## src/rtl/apb_ram_param.sv

```systemverilog
// apb_ram_param: parameterised APB slave RAM with optional wait states.
//
// Parameters:
//   DATA_W      data width in bits (multiple of 8, 8..64)
//   DEPTH       number of words (2..4096)
//   WAIT_CYCLES wait states inserted per transfer (0..15)
//
// Ports:
//   pclk     clock, rising edge
//   preset   asynchronous active-high reset
//   psel     slave select
//   penable  access-phase indicator
//   pwrite   1 = write, 0 = read
//   paddr    byte address
//   pwdata   write data
//   pstrb    byte write strobes
//   prdata   read data (registered)
//   pready   transfer complete (registered)
//   pslverr  transfer error (registered, valid while pready=1)
//
// Build option:
//   APB_RAM_STRB_EN  when defined, writes update only the bytes whose pstrb
//                    bit is set; when undefined, writes update the full word
//                    and pstrb is ignored.
module apb_ram_param #(
    parameter int unsigned DATA_W      = 32,
    parameter int unsigned DEPTH       = 32,
    parameter int unsigned WAIT_CYCLES = 0
) (
    input  logic                  pclk,
    input  logic                  preset,
    input  logic                  psel,
    input  logic                  penable,
    input  logic                  pwrite,
    input  logic [31:0]           paddr,
    input  logic [DATA_W-1:0]     pwdata,
    input  logic [DATA_W/8-1:0]   pstrb,
    output logic [DATA_W-1:0]     prdata,
    output logic                  pready,
    output logic                  pslverr
);

    localparam int unsigned BYTES = DATA_W / 8;
    localparam int unsigned OFF_W = $clog2(BYTES);
    localparam int unsigned AW    = $clog2(DEPTH);
    localparam int unsigned CW    = 4;

    typedef enum logic [1:0] {
        IDLE,
        WAIT,
        ACCESS
    } state_t;

    // Transfer captured during the setup phase
    typedef struct packed {
        logic [AW-1:0]     idx;
        logic              write;
        logic              err;
        logic [DATA_W-1:0] wdata;
`ifdef APB_RAM_STRB_EN
        logic [BYTES-1:0]  strb;
`endif
    } req_t;

    state_t            state, state_n;
    logic [CW-1:0]     cnt, cnt_n;
    req_t              req, req_n;
    req_t              cur_req;
    req_t              acc_req;
    logic              pready_n;
    logic              pslverr_n;
    logic [DATA_W-1:0] prdata_n;
    logic              mem_we;
    logic              enter;
    logic [31:0]       word_idx;
    logic              addr_err;

    logic [DATA_W-1:0] mem [DEPTH];

`ifndef APB_RAM_STRB_EN
    // Strobes have no effect in the full-word build
    logic unused_strb;
    assign unused_strb = ^pstrb;
`endif

    // Decode of the live bus address
    assign word_idx = paddr >> OFF_W;
    assign addr_err = (word_idx >= 32'(DEPTH)) ||
                      ((paddr & 32'(BYTES - 1)) != 32'd0);

    always_comb begin
        cur_req       = '0;
        cur_req.idx   = AW'(word_idx);
        cur_req.write = pwrite;
        cur_req.err   = addr_err;
        cur_req.wdata = pwdata;
`ifdef APB_RAM_STRB_EN
        cur_req.strb  = pstrb;
`endif
    end

    // With no wait states ACCESS is entered straight from the setup edge,
    // so the live bus is used; otherwise the captured request is used.
    assign acc_req = (state == IDLE) ? cur_req : req;

    // State register and registered outputs
    always_ff @(posedge pclk or posedge preset) begin
        if (preset) begin
            state   <= IDLE;
            cnt     <= '0;
            req     <= '0;
            pready  <= 1'b0;
            pslverr <= 1'b0;
            prdata  <= '0;
        end else begin
            state   <= state_n;
            cnt     <= cnt_n;
            req     <= req_n;
            pready  <= pready_n;
            pslverr <= pslverr_n;
            prdata  <= prdata_n;
        end
    end

    // Next-state and next-output logic
    always_comb begin
        state_n   = state;
        cnt_n     = cnt;
        req_n     = req;
        pready_n  = pready;
        pslverr_n = pslverr;
        prdata_n  = prdata;
        mem_we    = 1'b0;
        enter     = 1'b0;

        unique case (state)
            IDLE: begin
                if (psel && !penable) begin
                    req_n = cur_req;
                    if (WAIT_CYCLES == 0) begin
                        state_n = ACCESS;
                        enter   = 1'b1;
                    end else begin
                        state_n = WAIT;
                        cnt_n   = CW'(WAIT_CYCLES);
                    end
                end
            end
            WAIT: begin
                if (psel && penable) begin
                    if (cnt <= CW'(1)) begin
                        state_n = ACCESS;
                        cnt_n   = '0;
                        enter   = 1'b1;
                    end else begin
                        cnt_n = cnt - CW'(1);
                    end
                end else begin
                    state_n = IDLE;
                    cnt_n   = '0;
                end
            end
            ACCESS: begin
                // Completion commits the write; an abort simply drops it
                mem_we    = psel && penable && pready && req.write && !req.err;
                state_n   = IDLE;
                pready_n  = 1'b0;
                pslverr_n = 1'b0;
            end
            default: begin
                state_n = IDLE;
            end
        endcase

        if (enter) begin
            pready_n  = 1'b1;
            pslverr_n = acc_req.err;
            if (!acc_req.write) begin
                prdata_n = acc_req.err ? '0 : mem[acc_req.idx];
            end
        end
    end

    // Storage; not cleared by reset
    always_ff @(posedge pclk) begin
        if (mem_we) begin
`ifdef APB_RAM_STRB_EN
            for (int b = 0; b < int'(BYTES); b++) begin
                if (req.strb[b]) begin
                    mem[req.idx][b*8 +: 8] <= req.wdata[b*8 +: 8];
                end
            end
`else
            mem[req.idx] <= req.wdata;
`endif
        end
    end

endmodule

```

## config.mk

```make
export PLATFORM = sky130hd
export DESIGN_NAME = apb_ram_param
export DESIGN_NICKNAME = d
export VERILOG_FILES = /design/src/rtl/apb_ram_param.sv
export SDC_FILE = /design/constraint.sdc
export NUM_CORES = 1
export LEC_CHECK = 0
export CAP_MARGIN = 20
export CORE_ASPECT_RATIO = 1.4
export CORE_MARGIN = 2
export CORE_UTILIZATION = 45
export DETAILED_ROUTE_END_ITERATION = 8
export SKIP_CTS_REPAIR_TIMING = 1
export SYNTH_ARGS = -nofsm -noshare
export SYNTH_HDL_FRONTEND = slang
export SYNTH_SLANG_ARGS = --single-unit
```

## constraint.sdc

```tcl
create_clock -name pclk -period 10.49 [get_ports pclk]
set_input_delay 1.5735 -clock pclk [delete_from_list [all_inputs] [get_ports pclk]]
set_output_delay 1.5735 -clock pclk [all_outputs]
set_load 0.05 [all_outputs]
```

# ---- Word level (Yosys, flattened, before mapping)
# Memory sizes are Yosys's and may differ from the RTL's.
# Index checks and enable logic that the tools add are counted.
dict set report classes {
  reduce_logical 14
  n_div 0
  n_bitwise 1
  magnitude_cmp 2
  shift 0
  mux 18
  eq_ne 4
  mul 0
  n_addsub 1
}
# operator count
set op_table {}
lappend op_table {{$mux W39} 1}
lappend op_table {{$mux W32} 1}
lappend op_table {{$reduce_bool A32 Y1} 1}
lappend op_table {{$ge A30 B6 Y1 const B} 1}
lappend op_table {{$mux W1} 9}
lappend op_table {{$mux W4} 2}
lappend op_table {{$mux W2} 3}
lappend op_table {{$reduce_and A2 Y1} 3}
lappend op_table {{$logic_and A1 B1 Y1} 5}
lappend op_table {{$le A4 B1 Y1 const B} 1}
lappend op_table {{$pmux W2 S2} 1}
lappend op_table {{$sub A4 B1 Y4 const B} 1}
lappend op_table {{$ne A3 B3 Y1 const B} 1}
lappend op_table {{$eq A2 B1 Y1 const B} 1}
lappend op_table {{$eq A2 B2 Y1 const B} 1}
lappend op_table {{$logic_not A1 Y1} 2}
lappend op_table {{$logic_not A2 Y1} 1}
lappend op_table {{$ne A2 B1 Y1 const B} 1}
lappend op_table {{$pmux W1 S2} 1}
lappend op_table {{$reduce_bool A2 Y1} 1}
lappend op_table {{$logic_or A1 B1 Y1} 1}
lappend op_table {{$not A1 Y1} 1}
dict set report word_totals {
  elab_cells 50
  latchBits 0
  reg_bits 79
  output_inout_bits 34
  mem_count 1
  rom_bits 0
  input_bits 73
  ram_bits 1024
}
# name words word_bits rd rd_clocked_by_memory_dff write_ports line
set mem_list {}
lappend mem_list {mem 32 32 1 0 1 78} ;# logic [DATA_W-1:0] mem [DEPTH];

# ---- Longest topological paths before layout
dict set report depth {
  ltp_word 7
  depth_mapped 11
  ltp_nobuf 6
}

# ---- Least setup slack after synthesis
# Ideal clock, no wire load.
dict set report synth_timing {
  kind {input to register}
  start {input port psel}
  end {memory mem[24][0] (enable)}
  n_path_buf 0
  t_required_ns 10.069
  stages 4
  path_slack_ns 6.417
  arrival_ns 3.652
  setup_ns 0.421
  cell_sequence {nand4_1 > nor4_1 > nand3_1 > nor2_1}
}
dict set report synth_via {
  elab_chain_len 7
}
# item line
set synth_lines {}
lappend synth_lines {{start, declared} 32} ;# input logic psel,
lappend synth_lines {{$logic_and A1 B1 Y1 (4 in a row)} 165} ;# mem_we = psel && penable && pready && req.write && !req.err;
lappend synth_lines {{$mux W1} 136} ;# unique case (state)
lappend synth_lines {{$mux W1} 186} ;# if (mem_we) begin
lappend synth_lines {{$mux W1 (not written as such)} 194} ;# mem[req.idx] <= req.wdata;
lappend synth_lines {{end, declared} 78}
# Every way passes these cells.

# ---- Worst setup path after layout
dict set report layout_timing {
  start {register state[1]}
  end {register prdata[23]}
}
dict set report layout_via {
  elab_chain_len 4
  elab_cells_between_ends 8
  cone_classes {1 x eq/ne; 3 x mux; 1 x bitwise; 2 x reduce/logical; 1 x memory}
}
# item line
set layout_lines {}
lappend layout_lines {{start, declared} 65} ;# state_t state, state_n;
lappend layout_lines {{start signal, assigned} 116} ;# state <= state_n;
lappend layout_lines {{$logic_not A2 Y1} {104, 136}}
lappend layout_lines {{$mux W39} 104} ;# assign acc_req = (state == IDLE) ? cur_req : req;
lappend layout_lines {{$mem_v2 Z32 W32 or $not A1 Y1 (tied branches)} -}
lappend layout_lines {{$mux W32 or $reduce_and A2 Y1 (tied branches)} -}
lappend layout_lines {{end signal, assigned} 121} ;# prdata <= prdata_n;
lappend layout_lines {{end, declared} 38} ;# output logic [DATA_W-1:0] prdata,
# Parallel ways exist; a longest one is shown, timed or not.
# A chain may end at the register's enable or synchronous reset.

==> flow_summary_export.csv <==
group,metric,value,unit
status,status,"finished clean",
setup_path,worstSetupStartpointType,"register",
floorplan,ios,107,
global_route,grt_pass1_vias,36570,
setup_path,cp_num_buf_inv,3,
setup_path,crit_chain,"buf_4 > mux2_8 > buf_12 > buf_4 > nand2_1 > a211oi_1 > o221ai_1 > o31ai_1 > a41o_1",
clock_tree,cts_tree,"yes",
drt,vias,38010,
timing,finalCritPeriodShare,0.4509,
cells_and_area,drive_gt1_frac,0.1032,
synth,synthMuxAreaShare,0.02073,
power_and_ir_drop,leakage,17.69,nW
synth,yosys.area_share.simple,0.07715,
cells_and_area,syn_to_final_growth,11.80,%
placed_design,place_inst,5402,
synth,synth_compound_area_frac,0.2197,
synth,synth_cell_types,75,
global_route,grt_pass1_wl,253.6,mm
clock_tree,clockRootBuffer,"clkbuf_16",
placed_design,placed_area,52980,um^2
drt,drtPass1Iterations,6,
flow_run,cap_violations,0,
setup_path,slowest_stage,"mux2_8",
global_route,grt-ovfl-total,0,
placed_design,dp_hpwl,93.45,mm
floorplan,coreArea,111600,um^2
timing,tightest_slew,1.198,ns
synth,synth_area_leader_cell,"edfxtp_1",
setup_path,worstPathRequired,11.13,ns
timing,rsz0062_at_grt,"false",
setup_path,critPathKind,"register to register",
placed_design,place.gp.congestion,0.8253,
timing,setup_slack,5.760,ns
synth,synth_edf_count,1024,
drt,routed_via_density,6.776,
drt,drtAntennaViolNets,0,
global_route,antenna_found_initial,4,
synth,synthAdderAreaFrac,0,
synth,ys.flop_type,"edfxtp_1",
cells_and_area,layout.nets,4122,
synth,synthCells,4112,
drt,drc,0,
floorplan,die_y,400.7,um
cells_and_area,layout_common_cells,"edfxtp_1, nand2_1, a21oi_1",
global_route,grt_max_degree,166,
synth,synth_area_leaders,"edfxtp_1, a211oi_1, a21oi_1",
global_route,grt_usage,0.3028,
synth,synth_top_family_by_area,"compound AO/OA/AOI/OAI gates",
synth,ys_warn_count,0,
floorplan,rows,145,
synth,ys_seq_area_frac,0.6445,
cells_and_area,fin_cells,5609,
setup_path,worstPathMaxFanout,109,
setup_path,critPathCaptureType,"register",
drt,avgRoutedWirePerCell,31.63,um
power_and_ir_drop,peakVddDrop,0.1323,mV
timing,finalMaxSlewViolations,0,
timing,slew_headroom,0.2012,
clock_tree,numCtsBuffers,103,
floorplan,dieArea,115200,um^2
synth,synth.avg_cell_area,12.30,um^2
drt,finalWirelength,177.4,mm
floorplan,start_util,0.4534,
synth,ys_seq_elements,1098,
clock_tree,cts.clk_slew.worst_paths,0.06,ns
timing,setup_viol,0,
placed_design,dp_slack,5.179,ns
floorplan,die_w,287.4,um
placed_design,io_buffers,102,
cells_and_area,final_common_cell,"edfxtp_1",
setup_path,crit_arrival,5.37,ns
clock_tree,cts_sinks,1098,
clock_tree,h-tree-depth,3,
synth,synthesis.area,50590,um^2
timing,final.min_clock_period,4.730,ns
timing,setup_tns,0,ns
clock_tree,clockBufferDepth,3,
hold_path,hp-class,"register to register",
timing,holdWs,0.5102,ns
setup_path,cp_top_family,"buffers and inverters",
cells_and_area,postLayoutCellArea,56550,um^2
synth,async_reset_ff_frac,0.06740,
synth,syn_nets,4185,
synth,netlist.area_leader.share,0.6079,
setup_path,critPathMaxStageDelay,0.81,ns
timing,skew,0.03178,ns
clock_tree,clk_latency,0.72,ns
timing,max_freq,211.4,MHz
power_and_ir_drop,power_density,180.4,nW/um^2
synth,synth_xor_area_frac,0,
setup_path,path_common_cell,"buf_4",
drt,drtIter0Drc,4632,
timing,finalHoldViolCount,0,
-- sequential cells by signal, summed over array words and instances, names as in the netlist --
signal	flops
mem	1024
pready	1
prdata	32
req	39
state	1
pslverr	1
-- cell families after synthesis --
logic type | count (synthesis)
compound gates | 1669
mux | 89
flops | 1098
simple gates | 838
buf+inv | 418
-- worst min-delay path, cell delays in order, from the launching register on --
cell and delay (ns):
dfrtp_1 0.36, nand2_1 0.05, nand3_1 0.06
-- synth_stat cells, drive strengths merged, types with 13 or more instances --
library cell  instances
edfxtp             1024
nand2               459
a21oi               421
a211oi              368
o21ai               228
buf                 206
clkbuf              182
nor2b               154
a31oi               100
o22ai                86
a21boi               82
dfrtp                74
mux2                 70
nand3                66
a221oi               65
nor2                 64
and2                 36
o221ai               36
a22oi                34
inv                  29
a31o                 27
o211ai               26
o311a                25
a2111oi              18
nand2b               18
a22o                 17
o311ai               16
o31a                 15
o41ai                15
mux2i                14
a21o                 13
o21a                 13
-- path summary, 6_finish.rpt --
kind                            startpoint  slack [ns]         end  depth (start not counted)
worst max-delay path              state[1]        5.76  prdata[23]                          9
worst max register to register    state[1]        5.76  prdata[23]                          9
worst min-delay path            prdata[24]        0.51  prdata[24]                          2
worst min register to register  prdata[24]        0.51  prdata[24]                          2
min in group asynchronous           preset        1.10     req[24]                          2
max in group asynchronous           preset        7.77     req[35]                          4
-- per-layer routing --
metal | routed length (um) | vias to the layer above | share of wire | track usage
li1 | - | 16050 | - | -
met1 | 67950 | 19280 | 0.38 | 0.3955
met2 | 83720 | 2205 | 0.47 | 0.4859
met3 | 15040 | 473 | 0.085 | 0.04113
met4 | 10690 | 0 | 0.060 | 0.1700
met5 | 0 | - | 0 | 0
-- area by class of cell --
cell class / count / area (um^2)
antenna: 1 / 2.502
clock buffer: 152 / 2935
clock inverter: 42 / 315.3
fill: 9548 / 55020
inverter: 30 / 135.1
multi-input combinational: 2596 / 16460
sequential: 1098 / 32610
tap: 1470 / 1839
timing repair buffer: 220 / 2257
-- through the flow --
step	utilization	power [W]
floorplan	-	0.005977
global placement	0.4744	0.006504
detailed placement	0.4748	0.006522
CTS	0.5039	0.01014
global route	0.5069	0.01046
finish	0.5069	0.01020
-- power breakdown --
group	switching, W	leakage [nW]	internal (W)
sequential	0.000138	10.1	0.00498
clock	0.00166	1.59	0.00203
combinational	0.000980	5.95	0.000408
(Power assumes the default switching activity.)
